File: src/rtl/rtc_bus_sequencer.sv
// Sequencer for the multiplexed address/data bus of the RTC chip: one request becomes a
// full address phase plus data phase, with every bus pin and status flag registered.
module rtc_bus_sequencer #(
   parameter int unsigned T_SETUP = 1,
   parameter int unsigned T_PULSE = 4,
   parameter int unsigned T_HOLD  = 1,
   parameter int unsigned T_GAP   = 2,
   parameter int unsigned CW      = 4
) (
   input  logic       clk,
   input  logic       reset_n,
   input  logic       start_escribe,
   input  logic       start_lee,
   input  logic [7:0] direccion,
   input  logic [7:0] dato_escribir,
   input  logic [7:0] ad_in,
   output logic [7:0] ad_out,
   output logic       ad_oe,
   output logic       a_d,
   output logic       cs_n,
   output logic       wr_n,
   output logic       rd_n,
   output logic [7:0] dato_leido,
   output logic       listo,
   output logic       listo_escribe,
   output logic       listo_lee
);

   typedef enum logic [3:0] {
      StIdle,
      StAddrSetup,
      StAddrStrobe,
      StAddrHold,
      StGap,
      StDataSetup,
      StDataStrobe,
      StDataHold,
      StDone
   } state_e;

   // Counters are loaded with duration-1 and the state advances when they reach zero.
   localparam logic [CW-1:0] SetupLd = CW'(T_SETUP - 1);
   localparam logic [CW-1:0] PulseLd = CW'(T_PULSE - 1);
   localparam logic [CW-1:0] HoldLd  = CW'(T_HOLD - 1);
   localparam logic [CW-1:0] GapLd   = CW'(T_GAP - 1);

   state_e        state_q, state_d;
   logic [CW-1:0] cnt_q, cnt_d, cnt_dec;
   logic          last;
   logic [7:0]    addr_q, addr_d;
   logic [7:0]    data_q, data_d;
   logic          op_rd_q, op_rd_d;

   logic [7:0]    ad_out_q, ad_out_d;
   logic          ad_oe_q, ad_oe_d;
   logic          a_d_q, a_d_d;
   logic          cs_n_q, cs_n_d;
   logic          wr_n_q, wr_n_d;
   logic          rd_n_q, rd_n_d;
   logic [7:0]    leido_q, leido_d;
   logic          listo_q, listo_d;
   logic          done_w_q, done_w_d;
   logic          done_r_q, done_r_d;

   assign cnt_dec = cnt_q - CW'(1);
   assign last    = (cnt_q == '0);

   always_comb begin
      state_d = state_q;
      cnt_d   = last ? '0 : cnt_dec;
      addr_d  = addr_q;
      data_d  = data_q;
      op_rd_d = op_rd_q;
      unique case (state_q)
         StIdle: begin
            cnt_d = '0;
            // Write has priority when both requests arrive together.
            if (start_escribe || start_lee) begin
               addr_d  = direccion;
               data_d  = dato_escribir;
               op_rd_d = !start_escribe;
               state_d = StAddrSetup;
               cnt_d   = SetupLd;
            end
         end
         StAddrSetup: if (last) begin
            state_d = StAddrStrobe;
            cnt_d   = PulseLd;
         end
         StAddrStrobe: if (last) begin
            state_d = StAddrHold;
            cnt_d   = HoldLd;
         end
         StAddrHold: if (last) begin
            state_d = StGap;
            cnt_d   = GapLd;
         end
         StGap: if (last) begin
            state_d = StDataSetup;
            cnt_d   = SetupLd;
         end
         StDataSetup: if (last) begin
            state_d = StDataStrobe;
            cnt_d   = PulseLd;
         end
         StDataStrobe: if (last) begin
            state_d = StDataHold;
            cnt_d   = HoldLd;
         end
         StDataHold: if (last) begin
            state_d = StDone;
            cnt_d   = '0;
         end
         StDone: begin
            state_d = StIdle;
            cnt_d   = '0;
         end
         default: begin
            state_d = StIdle;
            cnt_d   = '0;
         end
      endcase
   end

   // Outputs are decoded from the next state so that the registered pins line up with it.
   always_comb begin
      ad_out_d = 8'h00;
      ad_oe_d  = 1'b0;
      a_d_d    = 1'b0;
      cs_n_d   = 1'b1;
      wr_n_d   = 1'b1;
      rd_n_d   = 1'b1;
      done_w_d = 1'b0;
      done_r_d = 1'b0;
      listo_d  = (state_d == StIdle);
      unique case (state_d)
         StAddrSetup, StAddrHold: begin
            cs_n_d   = 1'b0;
            ad_oe_d  = 1'b1;
            ad_out_d = addr_d;
         end
         StAddrStrobe: begin
            cs_n_d   = 1'b0;
            ad_oe_d  = 1'b1;
            ad_out_d = addr_d;
            wr_n_d   = 1'b0;
         end
         StDataSetup, StDataHold: begin
            cs_n_d = 1'b0;
            a_d_d  = 1'b1;
            if (!op_rd_d) begin
               ad_oe_d  = 1'b1;
               ad_out_d = data_d;
            end
         end
         StDataStrobe: begin
            cs_n_d = 1'b0;
            a_d_d  = 1'b1;
            if (op_rd_d) begin
               rd_n_d = 1'b0;
            end else begin
               ad_oe_d  = 1'b1;
               ad_out_d = data_d;
               wr_n_d   = 1'b0;
            end
         end
         StDone: begin
            done_w_d = !op_rd_d;
            done_r_d = op_rd_d;
         end
         default: ;
      endcase
   end

   // Sample the chip on the edge that closes the final read-strobe cycle.
   always_comb begin
      leido_d = leido_q;
      if (state_q == StDataStrobe && last && op_rd_q) begin
         leido_d = ad_in;
      end
   end

   always_ff @(posedge clk or negedge reset_n) begin
      if (!reset_n) begin
         state_q  <= StIdle;
         cnt_q    <= '0;
         addr_q   <= 8'h00;
         data_q   <= 8'h00;
         op_rd_q  <= 1'b0;
         ad_out_q <= 8'h00;
         ad_oe_q  <= 1'b0;
         a_d_q    <= 1'b0;
         cs_n_q   <= 1'b1;
         wr_n_q   <= 1'b1;
         rd_n_q   <= 1'b1;
         leido_q  <= 8'h00;
         listo_q  <= 1'b1;
         done_w_q <= 1'b0;
         done_r_q <= 1'b0;
      end else begin
         state_q  <= state_d;
         cnt_q    <= cnt_d;
         addr_q   <= addr_d;
         data_q   <= data_d;
         op_rd_q  <= op_rd_d;
         ad_out_q <= ad_out_d;
         ad_oe_q  <= ad_oe_d;
         a_d_q    <= a_d_d;
         cs_n_q   <= cs_n_d;
         wr_n_q   <= wr_n_d;
         rd_n_q   <= rd_n_d;
         leido_q  <= leido_d;
         listo_q  <= listo_d;
         done_w_q <= done_w_d;
         done_r_q <= done_r_d;
      end
   end

   assign ad_out        = ad_out_q;
   assign ad_oe         = ad_oe_q;
   assign a_d           = a_d_q;
   assign cs_n          = cs_n_q;
   assign wr_n          = wr_n_q;
   assign rd_n          = rd_n_q;
   assign dato_leido    = leido_q;
   assign listo         = listo_q;
   assign listo_escribe = done_w_q;
   assign listo_lee     = done_r_q;

endmodule

File: config.mk
export PLATFORM = sky130hd
export DESIGN_NAME = rtc_bus_sequencer
export DESIGN_NICKNAME = d
export VERILOG_FILES = /design/src/rtl/rtc_bus_sequencer.sv
export SDC_FILE = /design/constraint.sdc
export NUM_CORES = 1
export LEC_CHECK = 0
export CAP_MARGIN = 5
export CORE_UTILIZATION = 50
export CTS_CLUSTER_SIZE = 8
export DETAILED_ROUTE_END_ITERATION = 7
export PLACE_DENSITY = 0.82
export SYNTH_ARGS = -nofsm -noshare
export SYNTH_HDL_FRONTEND = slang
export SYNTH_SLANG_ARGS = --single-unit
export TNS_END_PERCENT = 5
File: constraint.sdc
create_clock -name clk -period 5.1 [get_ports clk]
set_input_delay 0.765 -clock clk [delete_from_list [all_inputs] [get_ports clk]]
set_output_delay 0.765 -clock clk [all_outputs]
set_load 0.01 [all_outputs]
==> summary.md <==
| Metric | Value |
|---|---|
| Number of enable-type register cells in the synthesized netlist | 0 |
| Number of buffer and inverter stages on the critical path | 0 |
| Synth area leaders | sky130_fd_sc_hd__dfrtp_1 57%, sky130_fd_sc_hd__mux2_2 12%, sky130_fd_sc_hd__dfstp_2 5.3% |
| Count of pins on the block boundary | 52 |
| Die width | 64.8 microns |
| Final ANT Viol Nets | 0 |
| Worst slew slack as a fraction of its limit | 0.318 |
| CTS resizes | 0 |
| Number of antenna diodes | 0 |
| DRC violation total after the first TritonRoute iteration | 46 |
| Pre-antenna DRT Iters | 4 |
| Initial cell density of the core | 0.530 |
| Highest fanout seen on the critical path | 20 |
| Number of clock sinks | 49 |
| Cell Chain, Critical Path | nor4_1 -> o21a_1 -> mux2_2 -> a32o_1 |
| Number of buffers inserted to repair setup after CTS | 0 |
| Number of filler instances in the final layout | 268 |
| Hold-fix buffers, CTS | 0 |
| FF+latch count, synth | 49 |
| Static Leakage | 1.09 nW |
| Required time reported for the critical path endpoint | 5.28 ns |
| Slowest Stage Delay on Critical Path | 0.73 ns |
| Post-synthesis area per instance | 13.6 sq um |
| Fraction of post-synthesis cell area in the top cell type by area | 0.572 |
| Routed metal-1 wire length | 1.55 mm |
| Fin Setup TNS | 0 ns |
| Clock Tree Root | sky130_fd_sc_hd__clkbuf_8 |
| Most used flip-flop cell after synthesis | sky130_fd_sc_hd__dfrtp_1 |
| Height of the die | 64.8 microns |
| Wire length on met2 | 2.01 mm |
| Tcrit/Tclk final | 0.508 |
| Final setup slack of the worst path | 2.51 ns |
| Vias in the first global route | 1374 |
| Fin crit period | 2.59 ns |
| Ys Warns | 0 |
| Floorplan die area | 4190 sq um |
| Routed wirelength normalized by instance count | 15.4 microns |
| Max frequency | 0.386 GHz |
| Final Max Slew Viols | 0 |
| CP top delay family | compound AO/OA/AOI/OAI gates |
| Final Hold Vio Count | 0 |
| Final design utilization | 0.695 |
| Kind of critical path | reg -> reg |
| # rows | 22 |
| DR DRC count | 0 |
| Leftover overflow at the end of global routing | 0 |
| Largest net degree at the start of global routing | 50 |
| Net count of the finished layout | 225 |
| Endpoint kind of the worst setup timing path | flip-flop |
| Cell area after synthesis | 1970 sq um |
| Slowest stage cell on the critical path | sky130_fd_sc_hd__o21a_1 |
| Total vias in the final route | 1313 |
| Biggest area consumer among synthesized cells | sky130_fd_sc_hd__dfrtp_1 |
| Vias per cell | 5.40 |
| Endpoints failing setup | 0 |
| H-tree levels | 2 |
| RD Place Congestion | 0.777 |
| Peak supply drop | 0.349 mV |
| Worst-Skew Late Latency | 0.29 ns |
| Cell area after layout | 2580 sq um |
| Sequential share of the synthesized area | 0.625 |
| First-pass GRT wire length | 6.34 mm |
| Number of buffers added on ports | 51 |
| Net count after synthesis | 175 |
| Antenna violations before repair | 0 |
| Setup repair after global routing missed its margin | false |
| Arr. time, crit path | 2.77 ns |
| Run status | finished clean |
| GR Util All Layers | 0.202 |
| Post-placement cell area | 2500 sq um |
| Number of unique standard cell types used by synthesis | 34 |
| Kind of start point of the critical path | flip-flop |
| Cell count after synthesis | 145 |
| DRT Wirelength | 3.74 mm |
| Largest clock skew in the final design | 0.00423 ns |
| Total power per unit cell area | 598 nW/um^2 |
| Layout overhead on the synthesized area | 31.1% |
| Wire length on met3 | 150 microns |
| Share of async-settable or async-resettable flops after synthesis | 1.00 |
| Min-delay worst type | reg -> reg |
| Setup slack at placement | 2.36 ns |
| Number of CTS-inserted buffers | 5 |
| Share of layout cells above drive strength 1 | 0.179 |
| Core area | 3720 sq um |
| Clock buffer depth | 2 |
| TritonCTS clock tree | built |
| Half-perimeter wire length after placement | 2.70 mm |
| Clock-pin transition on the worst setup and hold timing paths | 0.08 ns |
| Max cap viols | 0 |
| Transition time at the pin with the least slew margin | 1.02 ns |
| Highest layer used for signal routing | met4 |
| Hold slack | 0.479 ns |
metrics by stage:
stage,total power [mW],instances
after global placement,1.29,236
after global routing,1.65,243
final,1.54,243
after floorplan,1.09,145
after detailed placement,1.34,236
after CTS,1.56,243
placed cells by master (no fill, tap or decap), types with 3 or more instances in the layout:
cell / instances
sky130_fd_sc_hd__a21oi_1: 9
sky130_fd_sc_hd__a32o_1: 8
sky130_fd_sc_hd__clkbuf_8: 6
sky130_fd_sc_hd__clkdlybuf4s50_1: 50
sky130_fd_sc_hd__dfrtp_1: 45
sky130_fd_sc_hd__dfstp_2: 4
sky130_fd_sc_hd__mux2_1: 3
sky130_fd_sc_hd__mux2_2: 21
sky130_fd_sc_hd__nand2_1: 5
sky130_fd_sc_hd__nor2_1: 10
sky130_fd_sc_hd__nor3_1: 5
synth_stat cells (all sizes together) (3+ instances only):
cell / instances
a21oi: 9
a32o: 8
buf: 5
clkbuf: 3
dfrtp: 45
dfstp: 4
mux2: 24
nand2: 5
nor2: 10
nor3: 5
where the power goes:
group	switching (mW)	internal, mW	total, mW
sequential	0.0903	0.563	0.653
combinational	0.319	0.353	0.672
clock	0.113	0.108	0.220
cell type report:
type,count,area [sq um],area share
Sequential cell,49,1230,0.477
Multi-Input combinational cell,85,688,0.266
Timing Repair Buffer,51,505,0.196
Clock buffer,7,86.3,0.0334
Tap cell,48,60.1,0.0233
Inverter,3,11.3,0.00436
worst paths after layout:
path | to | slack, ns | startpoint | cells after the start
setup / recovery | ad_out[0] | 2.51 | state_q[1] | 4
hold / removal | cnt_q[0] | 0.48 | cnt_q[0] | 1
setup reg to reg | ad_out[0] | 2.51 | state_q[1] | 4
hold reg to reg | cnt_q[0] | 0.48 | cnt_q[0] | 1
max in group asynchronous | state_q[0] | 3.82 | reset_n | 1
min in group asynchronous | dato_leido[6] | 0.65 | reset_n | 1
kinds of logic (layout without fill, tap and decap cells):
| kind of cell | count (synthesis) | in the layout | share of synthesized area |
|---|---|---|---|
| buf+inv | 11 | 61 | 0.0254 |
| fa+ha+maj | 2 | 2 | 0.0127 |
| flops | 49 | 49 | 0.625 |
| compound gates | 25 | 25 | 0.0978 |
| mux | 24 | 24 | 0.137 |
| xor+xnor | 3 | 3 | 0.0133 |
| simple gates | 31 | 31 | 0.0883 |
metal layers:
layer,global-route usage,vias up
li1,-,615
met1,0.240,665
met2,0.358,30
met3,0.0687,3
met4,0.0333,0
met5,0,-
flip-flops by register name (all words and copies together) (netlist names):
signal         flops
listo_lee          1
dato_leido         8
cs_n               1
ad_out             8
wr_n               1
data_q             8
listo_escribe      1
op_rd_q            1
a_d                1
rd_n               1
state_q            4
addr_q             8
ad_oe              1
cnt_q              4
listo              1
Note: power is estimated with default switching activity, not from simulation.
